`src/rtl/edge_detector_multi.sv`:
```
// Multi-channel push-button edge detector: 2-FF synchroniser, per-channel level FSM, one-clk ticks.
// Optional per-channel debounce counter enabled by defining EDGE_DEBOUNCE_EN.
module edge_detector_multi #(
  parameter int   CH              = 4,
  parameter int   EDGE_MODE       = 0,
  parameter logic INIT_LEVEL      = 1'b1,
  parameter int   DEBOUNCE_CYCLES = 250000
) (
  input  logic          clk,
  input  logic          rst,
  input  logic [CH-1:0] level,
  input  logic [CH-1:0] en,
  output logic [CH-1:0] tick,
  output logic [CH-1:0] state,
  output logic          any_tick
);

  logic [CH-1:0] r_sync1;
  logic [CH-1:0] r_sync2;

  always_ff @(posedge clk) begin
    if (rst) begin
      r_sync1 <= {CH{INIT_LEVEL}};
      r_sync2 <= {CH{INIT_LEVEL}};
    end else begin
      r_sync1 <= level;
      r_sync2 <= r_sync1;
    end
  end

  genvar gi;
  generate
    for (gi = 0; gi < CH; gi++) begin : g_ch
      logic r_state;
      logic r_tick;
      logic w_diff;
      logic w_take;
      logic w_match;

      assign w_diff = r_sync2[gi] ^ r_state;
      // Unsupported EDGE_MODE values fall back to rising-edge detection.
      assign w_match = (EDGE_MODE == 1) ? ~r_sync2[gi] :
                       (EDGE_MODE == 2) ? 1'b1 : r_sync2[gi];

`ifdef EDGE_DEBOUNCE_EN
      localparam int CW = (DEBOUNCE_CYCLES > 1) ? $clog2(DEBOUNCE_CYCLES) : 1;
      logic [CW-1:0] r_cnt;

      assign w_take = w_diff && (r_cnt == CW'(DEBOUNCE_CYCLES - 1));

      // Any return to the current state restarts the stability count.
      always_ff @(posedge clk) begin
        if (rst) begin
          r_cnt <= '0;
        end else if (!w_diff || w_take) begin
          r_cnt <= '0;
        end else begin
          r_cnt <= r_cnt + CW'(1);
        end
      end
`else
      assign w_take = w_diff;
`endif

      always_ff @(posedge clk) begin
        if (rst) begin
          r_state <= INIT_LEVEL;
          r_tick  <= 1'b0;
        end else begin
          r_tick <= w_take & en[gi] & w_match;
          if (w_take) begin
            r_state <= r_sync2[gi];
          end
        end
      end

      assign state[gi] = r_state;
      assign tick[gi]  = r_tick;
    end
  endgenerate

  assign any_tick = |tick;

endmodule

```
`config.mk`:
```
export PLATFORM = sky130hd
export DESIGN_NAME = edge_detector_multi
export DESIGN_NICKNAME = d
export VERILOG_FILES = /design/src/rtl/edge_detector_multi.sv
export SDC_FILE = /design/constraint.sdc
export NUM_CORES = 1
export LEC_CHECK = 0
export ABC_CLOCK_PERIOD_IN_PS = 890
export CELL_PAD_IN_SITES_DETAIL_PLACEMENT = 1
export CELL_PAD_IN_SITES_GLOBAL_PLACEMENT = 1
export CORE_MARGIN = 2
export CORE_UTILIZATION = 23
export CTS_CLUSTER_SIZE = 40
export DETAILED_ROUTE_END_ITERATION = 6
export PLACE_DENSITY = 0.7
export REMOVE_ABC_BUFFERS = 1
export SLEW_MARGIN = 30
export SYNTH_ARGS = -nofsm -noshare
export SYNTH_HDL_FRONTEND = slang
export SYNTH_SLANG_ARGS = --single-unit
```
`constraint.sdc`:
```
create_clock -name clk -period 0.89 [get_ports clk]
set_input_delay 0.1335 -clock clk [delete_from_list [all_inputs] [get_ports clk]]
set_output_delay 0.1335 -clock clk [all_outputs]
set_load 0.05 [all_outputs]
```
# [Word-level counts from Yosys, hierarchy flattened]
# Index checks and enable logic that the tools add are counted.
[classes] shifts=0 eq_ne=0 magnitude_cmp=0 mul=0 bitwise=12 reduce_logical=1 muxes=0 n_addsub=0 div=0
[op_table] operator="1-bit AND" count=8
[op_table] operator="4-bit OR reduction" count=1
[op_table] operator="1-bit XOR" count=4
[totals] elab_cells=23 latch_bits=0 regBits=16 mem_count=0 rom_bits=0 ramBits=0 inputBits=10

# [Depth between registers and ports, before layout]
[logic_depth] word_depth=3 depth_mapped=2 mapped_depth_nobuf=1

# [Worst setup path before layout]
# Ideal clock, no wire load.
[synth_path] path_kind="flip-flop to output port" from="reg g_ch[1].r_tick" to="out any_tick" setup_slack_ps=-299 path_stages_with_launch=2 required_time_ps=757 t_arrival_ps=1056 path_cell_list="dfxtp_1 -> or4_1"
[synth_via] elab_chain_cells=1
[synth_lines] element="from (decl)" line_no="35" text="logic r_tick;"
[synth_lines] element="from (signal assigned)" line_no="70" text="r_tick <= w_take & en[gi] & w_match;"
[synth_lines] element="4-bit OR reduction" line_no="82" text="assign any_tick = |tick;"
[synth_lines] element="to (decl)" line_no="15" text="output logic any_tick"
# Every way passes these cells.

# [Worst setup path in the final report]
# Ends and elaborated chain as after synthesis.

==> impl_metrics.json <==
{
  "finalCriticalPeriod_ps": 1440,
  "grt_overflow_total": 0,
  "slew_headroom_pct": 85.0,
  "worstPathMaxFanout": 2,
  "synthArstFlopShare_pct": 0,
  "first_global_vias": 288,
  "tritoncts": "yes",
  "drt_pre_antenna_iters": 2,
  "clock-root-buffer": "clkbuf_4",
  "rsz0062_at_grt": "yes",
  "clkTransAtPathRegs_ps": 90,
  "tns_ps": -1130,
  "fp.coreArea_mm2": 0.00215,
  "outcome": "finished with violations",
  "worst_slack_ps": -554,
  "violations": "setup timing",
  "diodes": 0,
  "globalplace.congestion": 0.662,
  "antenna_found_initial": 0,
  "layout-drive-gt1-share_pct": 65.6,
  "numPortBuffers": 18,
  "yosys-top-cells-area": "dfxtp_1, or2_2, buf_4",
  "cts.sinks": 16,
  "syn_area_um2": 508,
  "yosysSeqAreaShare_pct": 63.1,
  "seq_area_um2": 330,
  "yosysMostFrequentCell": "dfxtp_1",
  "avgViaCountPerCell": 3.64,
  "cts_buffer_depth": 2,
  "cp-start-kind": "register",
  "p_per_area_mw_per_mm2": 1580,
  "fmax_mhz": 693,
  "ys.flop_type": "dfxtp_1",
  "crit_type": "register to primary output",
  "grtUsageTotal_pct": 6.91,
  "synth_seq_cells": 16,
  "worst_slew_pin_slew_ps": 222,
  "htreeDepth": 1,
  "totalWireLength_um": 815,
  "whs_ps": 408,
  "multi_input_area_um2": 126,
  "ioPinCount": 19,
  "finalPower_mw": 1.34,
  "avgSynthCellArea_um2": 12.1,
  "p_leak_nw": 0.347,
  "area_growth_pct": 67.2,
  "dieWidth_um": 51.0,
  "start_util_pct": 23.6,
  "grt_max_degree": 17,
  "synth_cells": 42,
  "synth-edff-count": 0,
  "drt-initial-drc-count": 1,
  "ant_nets": 0,
  "via_count": 324,
  "synth_top_area_share_pct": 63.1,
  "hold_buffers": 0,
  "preCtsSetupSlack_ps": -242,
  "cp.arrival_ps": 1310,
  "finalHoldViolCount": 0,
  "clk_latency_ps": 280,
  "drv_slew": 0,
  "max_cap_violations": 0,
  "peakVddDrop_v": 0.000762,
  "netlist.top_cell.by_area": "dfxtp_1",
  "nFillCells": 234,
  "wl_per_cell_um": 9.16,
  "setup_viol": 9,
  "dp.cells": 84,
  "yosysWarnings": 0,
  "drc_errors": 0,
  "grt_pass1_wl_um": 1190,
  "endpoint_kind": "primary output",
  "crit_required_ps": 760,
  "die_area_mm2": 0.00260,
  "skew_ps": 1.61,
  "num-nets-final": 72,
  "finalNonFillerCells": 89,
  "cts_buffers": 3,
  "rows": 17,
  "die_h_um": 51.0,
  "finalCritPeriodShare_pct": 162,
  "synth_commonest_cells": "dfxtp_1, or2_2, buf_4",
  "synth_cell_types": 6,
  "hold_class": "input pin to register"
}
-- critical path, stage by stage (launching register included) --
cell and delay [ps]:
dfxtp_2 330, or4_4 530, buf_6 170
-- power by group --
part / switching, mW / total, mW / internal (mW) / leakage [nW]
sequential: 0.00974 / 0.750 / 0.740 / 0.132
clock: 0.208 / 0.457 / 0.249 / 0.0210
combinational: 0.0505 / 0.138 / 0.0877 / 0.194
-- cell type report --
class	instances	share of cell area [%]
timing repair buffer	24	37.8
clock buffer	4	4.27
multi-input combinational	17	14.9
tap	28	4.12
sequential	16	38.9
-- final timing paths --
path,from,endpoint,slack (ps),depth (start not counted)
hold / removal,level[0],r_sync1[0],410,2
setup / recovery,g_ch[1].r_tick,any_tick,-550,2
hold reg to reg,r_sync1[3],r_sync2[3],410,1
setup reg to reg,r_sync2[0],g_ch[0].r_state,190,1
-- per-stage QoR --
stage	utilization (%)	instance area, µm²
after floorplan	-	443
final	39.5	850
after CTS	38.6	828
after detailed placement	36.0	773
after global routing	39.5	850
after global placement	36.0	773
-- repair_timing --
action,in CTS,in global routing
gates resized for setup,9,6
setup endpoints to repair,9,9
buffers inserted,1,2
endpoints found under the hold margin,0,0
-- routing by layer --
layer	wire length, µm	part of all wire (%)	up-vias	track usage (%)
li1	-	-	165	-
met1	246	30	145	5.25
met2	492	60	14	12.3
met3	76	9.3	0	4.09
met4	0	0	0	5.41
met5	0	0	-	0
-- cell usage in the layout, fill, tap and decap left out --
cell type / instances
or4_4: 1
clkbuf_4: 3
nor4bb_1: 4
clkdlybuf4s50_1: 9
buf_12: 8
or2_2: 12
clkbuf_8: 1
dfxtp_2: 8
dfxtp_1: 8
buf_4: 2
buf_6: 5
-- cell families (layout without fill, tap and decap cells) --
kind of cell           count (synthesis)  in the layout  synth area share [%]
buffers and inverters                  9             28                  12.8
flip-flops                            16             16                  63.1
AND/OR/NAND/NOR                       17             17                  24.1
-- sequential cells by signal, indices dropped and copies added, names as in the netlist --
register      cells
r_sync1           4
g_ch.r_tick       4
g_ch.r_state      4
r_sync2           4
No activity file was read; power rests on OpenSTA's default activity.
